--- src/rtl/wb_write_queue.sv ---
// Register-file writeback arbiter: the main pipeline always wins the single write
// port; multiply/divide results queue in a small FIFO and drain in idle slots.
module wb_write_queue #(
  parameter int DEPTH = 4
) (
  input  logic                     clk,
  input  logic                     rst,
  input  logic                     pipe_valid,
  input  logic [4:0]               pipe_rd,
  input  logic [31:0]              pipe_data,
  input  logic                     mdu_valid,
  output logic                     mdu_ready,
  input  logic [4:0]               mdu_rd,
  input  logic [31:0]              mdu_data,
  output logic                     reg_write,
  output logic [4:0]               rd,
  output logic [31:0]              write_data,
  input  logic [4:0]               rs,
  input  logic [4:0]               rt,
  output logic                     rs_pending,
  output logic                     rt_pending,
  output logic [$clog2(DEPTH):0]   pend_count
);

  localparam int AW = $clog2(DEPTH);
  localparam int CW = AW + 1;

  logic [DEPTH-1:0][4:0]  ent_rd;
  logic [DEPTH-1:0][31:0] ent_data;
  logic [DEPTH-1:0]       ent_vld;
  logic [DEPTH-1:0]       kill;
  logic [DEPTH-1:0]       vld_nxt;
  logic [DEPTH-1:0]       rs_hit, rt_hit;
  logic [AW-1:0]          wr_ptr, rd_ptr;
  logic [CW-1:0]          occ, occ_nxt;
  logic                   full_q;

  logic pipe_wr, mdu_xfer, fifo_ne, do_pop, do_byp, do_push;

  assign mdu_ready = !full_q;
  assign pipe_wr   = pipe_valid && (pipe_rd != 5'd0);
  assign mdu_xfer  = mdu_valid && !full_q;
  // occ counts occupied slots, including invalidated ones still waiting to drain
  assign fifo_ne   = (occ != '0);
  assign do_pop    = !pipe_wr && fifo_ne;
  assign do_byp    = !pipe_wr && !fifo_ne && mdu_xfer && (mdu_rd != 5'd0);
  assign do_push   = mdu_xfer && (mdu_rd != 5'd0) && !do_byp &&
                     !(pipe_wr && (mdu_rd == pipe_rd));
  assign occ_nxt   = occ + CW'(do_push) - CW'(do_pop);

  genvar g;
  generate
    for (g = 0; g < DEPTH; g++) begin : g_ent
      assign kill[g]   = pipe_wr && ent_vld[g] && (ent_rd[g] == pipe_rd);
      assign rs_hit[g] = ent_vld[g] && (ent_rd[g] == rs);
      assign rt_hit[g] = ent_vld[g] && (ent_rd[g] == rt);
    end
  endgenerate

  always_comb begin
    vld_nxt = ent_vld & ~kill;
    if (do_pop)  vld_nxt[rd_ptr] = 1'b0;
    if (do_push) vld_nxt[wr_ptr] = 1'b1;
  end

  always_comb begin
    pend_count = '0;
    for (int i = 0; i < DEPTH; i++)
      pend_count = pend_count + CW'(ent_vld[i]);
  end

  // Hazard view covers only registered state: queued entries and the write in flight.
  assign rs_pending = (rs != 5'd0) && ((|rs_hit) || (reg_write && (rd == rs)));
  assign rt_pending = (rt != 5'd0) && ((|rt_hit) || (reg_write && (rd == rt)));

  always_ff @(posedge clk or posedge rst) begin
    if (rst) begin
      reg_write  <= 1'b0;
      rd         <= 5'd0;
      write_data <= 32'd0;
      ent_vld    <= '0;
      ent_rd     <= '0;
      ent_data   <= '0;
      wr_ptr     <= '0;
      rd_ptr     <= '0;
      occ        <= '0;
      full_q     <= 1'b0;
    end else begin
      reg_write <= 1'b0;
      if (pipe_wr) begin
        reg_write  <= 1'b1;
        rd         <= pipe_rd;
        write_data <= pipe_data;
      end else if (do_pop) begin
        // an invalidated head still burns this slot, but issues no write
        if (ent_vld[rd_ptr]) begin
          reg_write  <= 1'b1;
          rd         <= ent_rd[rd_ptr];
          write_data <= ent_data[rd_ptr];
        end
      end else if (do_byp) begin
        reg_write  <= 1'b1;
        rd         <= mdu_rd;
        write_data <= mdu_data;
      end

      if (do_push) begin
        ent_rd[wr_ptr]   <= mdu_rd;
        ent_data[wr_ptr] <= mdu_data;
        wr_ptr           <= wr_ptr + 1'b1;
      end
      if (do_pop) rd_ptr <= rd_ptr + 1'b1;

      ent_vld <= vld_nxt;
      occ     <= occ_nxt;
      full_q  <= (occ_nxt == CW'(DEPTH));
    end
  end

endmodule

--- config.mk ---
export PLATFORM = sky130hd
export DESIGN_NAME = wb_write_queue
export DESIGN_NICKNAME = d
export VERILOG_FILES = /design/src/rtl/wb_write_queue.sv
export SDC_FILE = /design/constraint.sdc
export NUM_CORES = 1
export LEC_CHECK = 0
export BUFFER_PORTS_ARGS = -buffer_cell sky130_fd_sc_hd__buf_2
export CAP_MARGIN = 40
export CORE_ASPECT_RATIO = 2
export CORE_MARGIN = 5
export CORE_UTILIZATION = 60
export CTS_CLUSTER_DIAMETER = 30
export CTS_CLUSTER_SIZE = 24
export DETAILED_ROUTE_END_ITERATION = 7
export PLACE_DENSITY = 0.92
export SLEW_MARGIN = 30
export SYNTH_ARGS = -nofsm -noshare
export SYNTH_HDL_FRONTEND = slang
export SYNTH_SLANG_ARGS = --single-unit
--- constraint.sdc ---
create_clock -name clk -period 15.25 [get_ports clk]
set_input_delay 1.525 -clock clk [delete_from_list [all_inputs] [get_ports clk]]
set_output_delay 1.525 -clock clk [all_outputs]
set_load 0.02 [all_outputs]
==> impl_results.md <==
* Status: complete, no violations
* Post-Synthesis Cells at 838
* CP Buf/Inv Count at 2
* P per Cell Area at 234 nW/µm²
* Cells after DPL at 1,125
* Ranking of synthesized cells by area: dfrtp_1 (47%), mux2_4 (11%), mux4_2 (8.2%), mux2_2 (7.8%), xor2_1 (3.8%)
* Reg-to-reg startpoint: occ[2]
* Gr ovfl total at 0
* Root buffer cell: clkbuf_16
* Yosys warns at 0
* Hold Startpoint: ent_data[92]
* R2R Path End: full_q
* Crit. End Element: flop
* Final hold vios at 0
* Global-route wire length before repair at 42,000 µm
* Critical Path Start: pipe_rd[0]
* DRC at 0
* VDD IR max at 114 µV
* Mean Syn Cell Area at 12.5 µm²
* Slowest-stage cell, CP: or4_4
* Endpoints failing setup at 0
* Layout cell share with drive strength beyond 1 at 39.5%
* Layout Cells excl Fill at 1,161
* Worst Path Required at 15.60 ns
* Clk Latency, worst-skew pair at 0.45 ns
* RSZ-0062 raised after global routing: no
* Initial Util at 60.7%
* Nets at 1,037
* Cts hold-fix bufs at 0
* Sequential element share of the synthesized area at 47.3%
* Crit path cell chain: buf_2 -> or4_4 -> o21a_1 -> nand4_4 -> o211ai_1 -> ha_1 -> inv_1 -> ha_1 -> fa_1 -> xor2_1 -> xnor2_1 -> nor3b_1
* Clock sink total at 198
* Critical path launch point type: input pin
* DRT Wirelength at 26,600 µm
* Top cell type's share of synthesized area at 47.3%
* Clock H-tree levels at 4
* Placer Congestion at 0.915
* Initial antenna violation count at 3
* Worst hold path depth at 1
* Most instantiated cells after synthesis: dfrtp_1 (198), mux2_4 (76), mux2_2 (73)
* Die height at 197 µm
* Area growth syn-to-layout at 13.0%
* R2r setup slk at 12.03 ns
* DP HPWL at 16,900 µm
* Vias in the first global route at 7,699
* Commonest register cell after synthesis: dfrtp_1
* Max Freq at 225 MHz
* Maximum number of pins on one net before global-route repair at 91
* Crit path max fanout at 9
* Critical setup path kind: in -> reg
* Site Rows at 68
* DR vias at 7,258
* Crit-path most repeated cell: ha_1
* Total of max-cap violations at 0
* Setup bufs post-CTS at 0
* Most common cell in the synthesized netlist: dfrtp_1
* Syn_nets at 940
* DR vias/cell at 6.25
* Die X at 103 µm
* Period utilization at 29.1%
* Post-CTS Resized at 0
* Worst Hold Path EP: ent_data[92]
* Core Region at 17,300 µm²
* Clock buffer depth at 2
* Clk slew on worst S/H paths at 0.07 ns
* Stages on the worst setup path at 12
* Min cycle time layout at 4.44 ns
* Die ar. at 20,400 µm²
* Post-synthesis instance area at 10,500 µm²
* Worst reg-to-reg path cell count at 9
* Largest stage delay, worst path at 0.57 ns
* Setup TNS at 0 ns
* FFs w/ async S/R, synth at 100%
* HP Class: reg -> reg
* Slew Limit Headroom at 41.3%
* Port Buf Inserts at 131
* CTS tree: done
* CP arrival at 4.79 ns
* EDFF count, synth at 0
* Seq cells post-synth at 198
* DR WL/cell at 22.9 µm
* Skew final at 0.0122 ns
* Leak Pwr at 5.43 nW
* Worst path top cell family by delay: simple AND/OR/NAND/NOR gates
* Max-slew violation count at 0
* Total track usage at 27.1%
* Num CTS Buffers at 17
* Fill cells at 1,141
* Leading area contributor after synthesis: dfrtp_1
* Iter 0 DRT Violations at 552
* # IOs at 132
* Antenna-violating nets left at 0
* Drt pass-1 iters at 6
* Yosys cell types at 39
* Worst Max-Slew Pin Slew at 0.880 ns
## worst max path at each step
| stage | endpoint | slack (ns) |
|---|---|---|
| after floorplan | ent_data[0] | 8.33 |
| after global placement | full_q | 10.65 |
| after detailed placement | full_q | 10.46 |
| after CTS | full_q | 10.85 |
| after global routing | full_q | 10.70 |
| final | full_q | 10.81 |
## report_power, final
part / switching (W) / total (W) / leakage [nW] / internal [W]
registers: 0.000240 / 0.00104 / 2.33 / 0.000799
clock network: 0.000224 / 0.000458 / 0.290 / 0.000234
logic: 0.000602 / 0.00127 / 2.81 / 0.000672
total: 0.00107 / 0.00277 / 5.43 / 0.00171
## layer usage
layer | part of all wire [%] | track usage, % | up-vias
met5 | 0 | 0 | -
met4 | 4.1 | 13.1 | 0
met3 | 6.6 | 4.85 | 86
met2 | 53 | 45.7 | 359
met1 | 36 | 32.7 | 3653
li1 | - | - | 3160
## per-stage QoR
stage / utilization (%) / setup slack, ns / power [W] / instance area, µm² / hold WS, ns
after floorplan: - / 8.33 / 0.00196 / 10500 / 0.474
after global placement: 64.7 / 10.65 / 0.00221 / 11200 / 0.481
after detailed placement: 65.0 / 10.46 / 0.00228 / 11200 / 0.487
after CTS: 68.4 / 10.85 / 0.00276 / 11800 / 0.504
after global routing: 68.6 / 10.70 / 0.00292 / 11800 / 0.511
final: 68.6 / 10.81 / 0.00277 / 11800 / 0.501
## layout by cell type, fill, tap and decap left out, types with 3 or more instances in the layout
cell / Yosys / routed
o2111ai_4: 0 / 4
dfrtp_1: 198 / 196
inv_8: 0 / 5
buf_4: 1 / 9
o21ai_0: 41 / 41
buf_2: 16 / 131
nand2_1: 72 / 72
xnor2_1: 33 / 33
mux2_4: 76 / 76
xor2_1: 46 / 46
nor2_1: 38 / 38
ha_1: 12 / 12
diode_2: 0 / 3
clkinv_4: 0 / 3
mux4_2: 38 / 38
nor4_1: 12 / 12
mux2_2: 73 / 73
a21o_1: 3 / 3
inv_1: 14 / 13
nand3_1: 51 / 51
clkbuf_16: 0 / 17
a21oi_1: 35 / 35
inv_6: 0 / 4
## state kept, by name, indices dropped and copies added (netlist names)
signal / flops
rd: 5
reg_write: 1
wr_ptr: 2
ent_rd: 20
write_data: 32
ent_data: 128
full_q: 1
occ: 3
rd_ptr: 2
ent_vld: 4
## logic make-up after synthesis
family,share of synthesized area (%)
flip-flops,47.3
multiplexers,26.9
AND/OR/NAND/NOR,8.01
AO/OA/AOI/OAI,5.38
XOR/XNOR,6.60
buffers and inverters,4.06
adder cells (fa/ha/maj),1.81
## area by class of cell
type	count	area, µm²	area share (%)
repair buffers	143	798	6.74
flip-flops and latches	198	4960	41.9
multi-input cells	561	5170	43.7
clock buffers	18	429	3.62
clock inverters	14	158	1.33
diodes	3	7.51	0.0634
well taps	210	263	2.22
inverters	14	60.1	0.507
Power figures use the tool's default switching activity.
